$ cat src/rtl/counter_pkg.sv
// ============================================================================
// Module      : counter_pkg
// Description : Shared direction/mode constants and the load clamp helper.
// Revision    : 1.0 - initial release
// ============================================================================
`default_nettype none

package counter_pkg;

    localparam logic DIR_UP    = 1'b1;
    localparam logic DIR_DOWN  = 1'b0;

    localparam int   MODE_WRAP = 0;
    localparam int   MODE_SAT  = 1;

    // Operands are zero-extended to 32 bits by the caller, so one function
    // serves every WIDTH up to 32.
    function automatic logic [31:0] clamp(input logic [31:0] value,
                                          input logic [31:0] limit);
        return (value > limit) ? limit : value;
    endfunction

endpackage

`default_nettype wire

$ cat src/rtl/counter_next_logic.sv
// ============================================================================
// Module      : counter_next_logic
// Description : Combinational next-count and boundary-event generation.
// Revision    : 1.0 - initial release
// ============================================================================
`default_nettype none

module counter_next_logic
    import counter_pkg::*;
#(
    parameter int          WIDTH    = 4,
    parameter int unsigned MAX_VAL  = 15,
    parameter int          SATURATE = 0
) (
    input  logic [WIDTH-1:0] count,
    input  logic             enable,
    input  logic             up_down,
    input  logic             load,
    input  logic [WIDTH-1:0] load_value,
    input  logic             clear,
    output logic [WIDTH-1:0] next_count,
    output logic             boundary_event
);

    localparam logic [WIDTH-1:0] c_max  = WIDTH'(MAX_VAL);
    localparam logic [WIDTH-1:0] c_one  = WIDTH'(1);
    localparam logic [WIDTH-1:0] c_zero = '0;

    logic [WIDTH-1:0] w_next;
    logic             w_boundary;

    // Wrap targets are explicit so a modulus below 2**WIDTH behaves correctly.
    always_comb begin
        w_next     = count;
        w_boundary = 1'b0;
        if (clear) begin
            w_next = c_zero;
        end else if (load) begin
            w_next = WIDTH'(clamp(32'(load_value), 32'(c_max)));
        end else if (enable) begin
            if (up_down == DIR_UP) begin
                if (count >= c_max) begin
                    w_boundary = 1'b1;
                    w_next     = (SATURATE == MODE_SAT) ? c_max : c_zero;
                end else begin
                    w_next = count + c_one;
                end
            end else begin
                if (count == c_zero) begin
                    w_boundary = 1'b1;
                    w_next     = (SATURATE == MODE_SAT) ? c_zero : c_max;
                end else begin
                    w_next = count - c_one;
                end
            end
        end
    end

    assign next_count     = w_next;
    assign boundary_event = w_boundary;

endmodule

`default_nettype wire

$ cat src/rtl/param_updown_counter.sv
// ============================================================================
// Module      : param_updown_counter
// Description : Parametrised up/down counter with load, clear, wrap/saturate,
//               terminal-count pulse and sticky overflow flag.
// Revision    : 1.0 - initial release
// ============================================================================
`default_nettype none

module param_updown_counter
    import counter_pkg::*;
#(
    parameter int          WIDTH    = 4,
    parameter int unsigned MAX_VAL  = 32'((64'd1 << WIDTH) - 64'd1),
    parameter int          SATURATE = MODE_WRAP
) (
    input  logic             clk,
    input  logic             rst,
    input  logic             enable,
    input  logic             up_down,
    input  logic             load,
    input  logic [WIDTH-1:0] load_value,
    input  logic             clear,
    input  logic             ovf_clr,
    output logic [WIDTH-1:0] count,
    output logic             tc,
    output logic             ovf
);

    logic [WIDTH-1:0] r_count;
    logic             r_tc;
    logic             r_ovf;
    logic [WIDTH-1:0] w_next_count;
    logic             w_boundary;

    counter_next_logic #(
        .WIDTH    (WIDTH),
        .MAX_VAL  (MAX_VAL),
        .SATURATE (SATURATE)
    ) u_next (
        .count          (r_count),
        .enable         (enable),
        .up_down        (up_down),
        .load           (load),
        .load_value     (load_value),
        .clear          (clear),
        .next_count     (w_next_count),
        .boundary_event (w_boundary)
    );

    // A boundary event on the same edge as ovf_clr leaves the flag set.
    always_ff @(posedge clk or posedge rst) begin
        if (rst) begin
            r_count <= '0;
            r_tc    <= 1'b0;
            r_ovf   <= 1'b0;
        end else begin
            r_count <= w_next_count;
            r_tc    <= w_boundary;
            if (clear)
                r_ovf <= 1'b0;
            else if (w_boundary)
                r_ovf <= 1'b1;
            else if (ovf_clr)
                r_ovf <= 1'b0;
        end
    end

    assign count = r_count;
    assign tc    = r_tc;
    assign ovf   = r_ovf;

endmodule

`default_nettype wire
$ cat config.mk
export PLATFORM = sky130hd
export DESIGN_NAME = param_updown_counter
export DESIGN_NICKNAME = d
export VERILOG_FILES = /design/src/rtl/counter_pkg.sv /design/src/rtl/counter_next_logic.sv /design/src/rtl/param_updown_counter.sv
export SDC_FILE = /design/constraint.sdc
export NUM_CORES = 1
export LEC_CHECK = 0
export CAP_MARGIN = 20
export CORE_AREA = 10 10 47 49
export DETAILED_ROUTE_END_ITERATION = 16
export DIE_AREA = 0 0 57 59
export DONT_BUFFER_PORTS = 1
export GPL_ROUTABILITY_DRIVEN = 0
export GPL_TIMING_DRIVEN = 0
export PLACE_DENSITY = 0.57
export SLEW_MARGIN = 40
export SYNTH_ARGS = -nofsm -noshare
export SYNTH_HDL_FRONTEND = slang
export SYNTH_SLANG_ARGS = --single-unit
$ cat constraint.sdc
create_clock -name clk -period 3.22 [get_ports clk]
set_input_delay 0.644 -clock clk [delete_from_list [all_inputs] [get_ports clk]]
set_output_delay 0.644 -clock clk [all_outputs]
set_load 0.05 [all_outputs]
# ---- Yosys cells after proc, flatten, opt, wreduce, memory -nomap -nowiden
# Index checks and enable logic that the tools add are counted.
dict set report op_classes {
  addsub 2
  order_cmp 1
  n_mux 15
  reduce_logical 3
}
# operator n
set ops {}
lappend ops {{2-to-1 mux 4 bit} 6}
lappend ops {{2-to-1 mux 1 bit} 9}
lappend ops {{nonzero test 3 bit} 2}
lappend ops {{adder 4 x 1 -> 4 bit (second input constant)} 1}
lappend ops {{greater-or-equal comparator 4 bit (second input constant)} 1}
lappend ops {{zero test 4 bit} 1}
lappend ops {{subtractor 4 x 1 -> 4 bit (second input constant)} 1}
dict set report word_totals {
  regBits 6
  in_bits 11
  elab_cells 24
}

# ---- Longest topological paths before layout
dict set report depth {
  ltp_word 8
  depth_mapped 6
  ltp_nobuf 6
}

# ---- By module
# A second synthesis with hierarchy kept.
dict set report unflattened {
  hier_cells 51
  hier_area_um2 436.7
}
# mod instances cells_each area_each_um2 seq_area_each_um2
set by_module_without_submodules {}
lappend by_module_without_submodules {counter_next_logic 1 41 264.0 0.0}
lappend by_module_without_submodules {param_updown_counter 1 10 172.7 150.1}

# ---- Worst setup path after synthesis
# OpenSTA, ideal clock, no wires.
dict set report synth_path {
  path_type {flip-flop to flip-flop}
  startpoint {register r_count[2] (netlist: count[2])}
  endpoint {register r_count[3] (netlist: count[3])}
  t_arrival_ns 1.726
  t_required_ns 3.143
  slack_ns 1.417
  stages_incl_launch_ff 5
  path_buffers 0
  synth_period_minus_slack_ns 1.803
  path_cell_list {dfrtp_1 -> inv_2 -> or4_1 -> a311o_1 -> a21oi_1}
}
dict set report synth_via {
  elab_chain_len 6
  elab_cells_between_ends 10
}
# element line
set synth_rtl {}
lappend synth_rtl {{from (decl)} param_updown_counter.sv:29} ;# logic [WIDTH-1:0] r_count;
lappend synth_rtl {{from (signal assigned)} param_updown_counter.sv:57} ;# r_count <= w_next_count;
lappend synth_rtl {{subtractor 4 x 1 -> 4 bit, or another cell as far along} counter_next_logic.sv:53} ;# w_next = count - c_one;
lappend synth_rtl {{2-to-1 mux 4 bit, on equally long branches} {counter_next_logic.sv:49, counter_next_logic.sv:42}}
lappend synth_rtl {{2-to-1 mux 4 bit (*)} counter_next_logic.sv:41} ;# if (up_down == DIR_UP) begin
lappend synth_rtl {{2-to-1 mux 4 bit (*)} counter_next_logic.sv:40} ;# end else if (enable) begin
lappend synth_rtl {{2-to-1 mux 4 bit (*)} counter_next_logic.sv:38} ;# end else if (load) begin
lappend synth_rtl {{2-to-1 mux 4 bit (*)} counter_next_logic.sv:36} ;# if (clear) begin
# Every way passes the cells marked *; elsewhere a longest branch is shown, timed or not. The select of a mux whose other input is x is not followed.
# A chain may end at the register's enable or synchronous reset.

# ---- Worst setup path in the final report
# Ends and elaborated chain as after synthesis.

==> summary.txt <==
Floorplanning
  – DIE AREA: 3360 µm²
  – I/O pins: 17
  – Initial Util: 0.303
  – Die Wd: 57 µm
  – Die height: 59 µm
  – Core area: 1400 µm²
  – Num rows: 14

Clock network
  – Max H-tree Level: 1
  – Hold Buf Count CTS: 0
  – Cts bufs inserted: 3
  – Clock transition at path regs: 50 ps
  – # resized after CTS: 0
  – CTS tree: built
  – CTS max path bufs: 2
  – Sink Count: 6
  – Post-CTS Setup Repair Bufs: 0
  – Worst-Skew Late Latency: 240 ps
  – CTS Root Cell: clkbuf_4

Detailed routing
  – Initial drt markers: 0
  – Routed len/inst: 14.2 µm
  – Vias post-DR: 368
  – Total iterations of the first detailed-routing run: 1
  – DRC Markers: 0
  – Drt total wl: 993 µm
  – Remaining antenna violation count: 0
  – Vias per cell: 5.26

Final layout
  – Reg area: 150 µm²
  – # fillers: 159
  – Multi-input gate area in the final layout: 244 µm²
  – Nets: 69
  – Area grow syn2layout: 10.0%
  – Share of layout cells above drive strength 1: 0.148
  – Final std cells w/o fill: 70
  – Commonest non-fill, non-tap cell in the layout: a21oi_1
  – Inserted Diodes: 0
  – Most frequent cells in the layout: 7 x a21oi_1, 6 x dfrtp_1, 5 x inv_1, 4 x o21ai_0
  – Fin util: 0.333

Pwr
  – Cell Pwr Density: 440 nW/µm²
  – Sequential Power Share: 0.511
  – Comb pwr share: 0.161
  – Pwr Total: 205 µW
  – Sw frac: 0.323
  – Leakage: 0.000205 µW
  – Clock power frac: 0.329
  – Worst VDD drop: 0.226 mV
  – Psw: 66.4 µW
  – Internal power: 139 µW

Placed design
  – Post-place setup slack: 1300 ps
  – Final HPWL DP: 823 µm
  – # placed instances: 67
  – Number of port buffers: 0

Synth
  – Mapped Nets: 64
  – FF+latch count, synth: 6
  – Post-Syn Instances: 51
  – Cell area after synthesis: 424 µm²
  – Synth cell types: 23
  – YS warnings: 0
  – Avg Inst Size Synth: 8.32 µm²
  – Sequential share of the synthesized area: 0.354

Critical path
  – R2R depth: 4
  – Delay-heaviest family, CP: flip-flops
  – CP Cell Sequence: inv_2 > or4_1 > a311o_1 > a21oi_1
  – Reg-to-Reg Start: count[2]$_DFFE_PP0P_
  – CP endpoint: count[3]$_DFFE_PP0P_
  – Slowest CP cell: dfrtp_1
  – CP Depth: 4
  – Setup crit start kind: register
  – Crit Path Max Fanout: 7
  – Data required time at the worst endpoint: 3390 ps
  – Critical Path Sink Type: register
  – Worst R2R Setup Slack: 1310 ps
  – Buf/Inv on CP: 1
  – WP data arrival: 2080 ps
  – R2R Path End: count[3]$_DFFE_PP0P_
  – Critical path launch point: count[2]$_DFFE_PP0P_
  – Kind of critical path: register to register
  – Largest stage delay, worst path: 720 ps

Run status
  – Status: complete, no violations

STA
  – # setup viols final: 0
  – Slew @ Worst Pin: 698 ps
  – RSZ-0062 raised after global routing: no
  – Highest Clock Rate: 0.523 GHz
  – Final clock skew: 5.04 ps
  – Tcrit/Tclk final: 0.594
  – Minimum clock period: 1910 ps
  – Setup ws final: 1310 ps
  – Setup TNS: 0 ps
  – Final Hold Vio Count: 0
  – Slew HR: 0.535
  – Final Max Slew Viols: 0

GRT
  – First-pass GRT wire length: 1610 µm
  – Total gr overflow: 0
  – Total GRT Usage: 0.0588
  – Initial antenna violation count: 0
  – Largest net degree at the start of global routing: 10
  – Number of global-route vias before repair: 381

Hold path
  – Worst min path class: primary input to asynchronous set/reset pin

Flow run
  – Max-Cap Viols: 0
[worst min path at each step]
stage,slack [ps],depth (start not counted),to
2_1_floorplan,430,1,count[0]$_DFFE_PP0P_
3_3_place_gp,460,1,count[1]$_DFFE_PP0P_
3_5_place_dp,460,1,count[1]$_DFFE_PP0P_
4_1_cts,200,1,count[3]$_DFFE_PP0P_
5_1_grt,210,1,count[3]$_DFFE_PP0P_
6_report,200,1,count[3]$_DFFE_PP0P_
[state kept, by name, indices dropped and copies added, names as in the netlist]
register  count
count         4
tc            1
ovf           1
[power groups by stage]
stage | Combinational [µW] | Clock (µW) | Sequential (µW)
2_1_floorplan | 28.9 | 0 | 103
3_3_place_gp | 33.2 | 0 | 106
3_5_place_dp | 33.8 | 0 | 106
4_1_cts | 33.9 | 71.6 | 105
5_1_grt | 38.3 | 71.3 | 106
6_report | 33.0 | 67.6 | 105
[cell type report]
class / count / share of cell area
multi-input combinational: 37 / 0.523
clock buffer: 3 / 0.0483
inverter: 7 / 0.0563
sequential: 6 / 0.322
buffer: 1 / 0.00804
tap: 16 / 0.0429
[metrics by stage]
stage	area [µm²]	hold WS, ps
detailed placement	444	465
CTS	467	203
global route	467	213
global placement	444	459
finish	467	200
floorplan	424	435
[synth_stat cells]
cell / n / share of area
a21o_1: 1 / 0.018
a21oi_1: 7 / 0.083
a221oi_1: 2 / 0.041
a311o_1: 1 / 0.024
and3_2: 1 / 0.018
clkbuf_1: 1 / 0.0088
dfrtp_1: 6 / 0.35
ha_1: 2 / 0.059
inv_1: 5 / 0.044
inv_2: 2 / 0.018
mux2i_1: 1 / 0.024
nand2_1: 3 / 0.027
nand2b_1: 3 / 0.044
nand3_1: 1 / 0.012
nor2_1: 2 / 0.018
nor2b_1: 1 / 0.015
nor3b_1: 1 / 0.018
o21a_1: 1 / 0.018
o21ai_0: 4 / 0.047
o21bai_1: 1 / 0.018
or3_2: 2 / 0.035
or4_1: 1 / 0.018
xnor2_1: 2 / 0.041
[kinds of logic after synthesis]
kind of cell               count (synthesis)  share of synthesized area
and+or+nand+nor                           15                      0.204
AOI/OAI and AO/OA                         17                      0.248
muxes                                      1                     0.0236
adders and majority gates                  2                     0.0590
buffers and inverters                      8                     0.0708
DFF                                        6                      0.354
xor gates and xnor gates                   2                     0.0413
[routing by layer]
metal,share of wire,global-route usage
met1,0.36,0.0499
met2,0.56,0.113
met3,0.069,0.0258
met4,0.0020,0.0302
met5,0,0
Power figures use the tool's default switching activity.
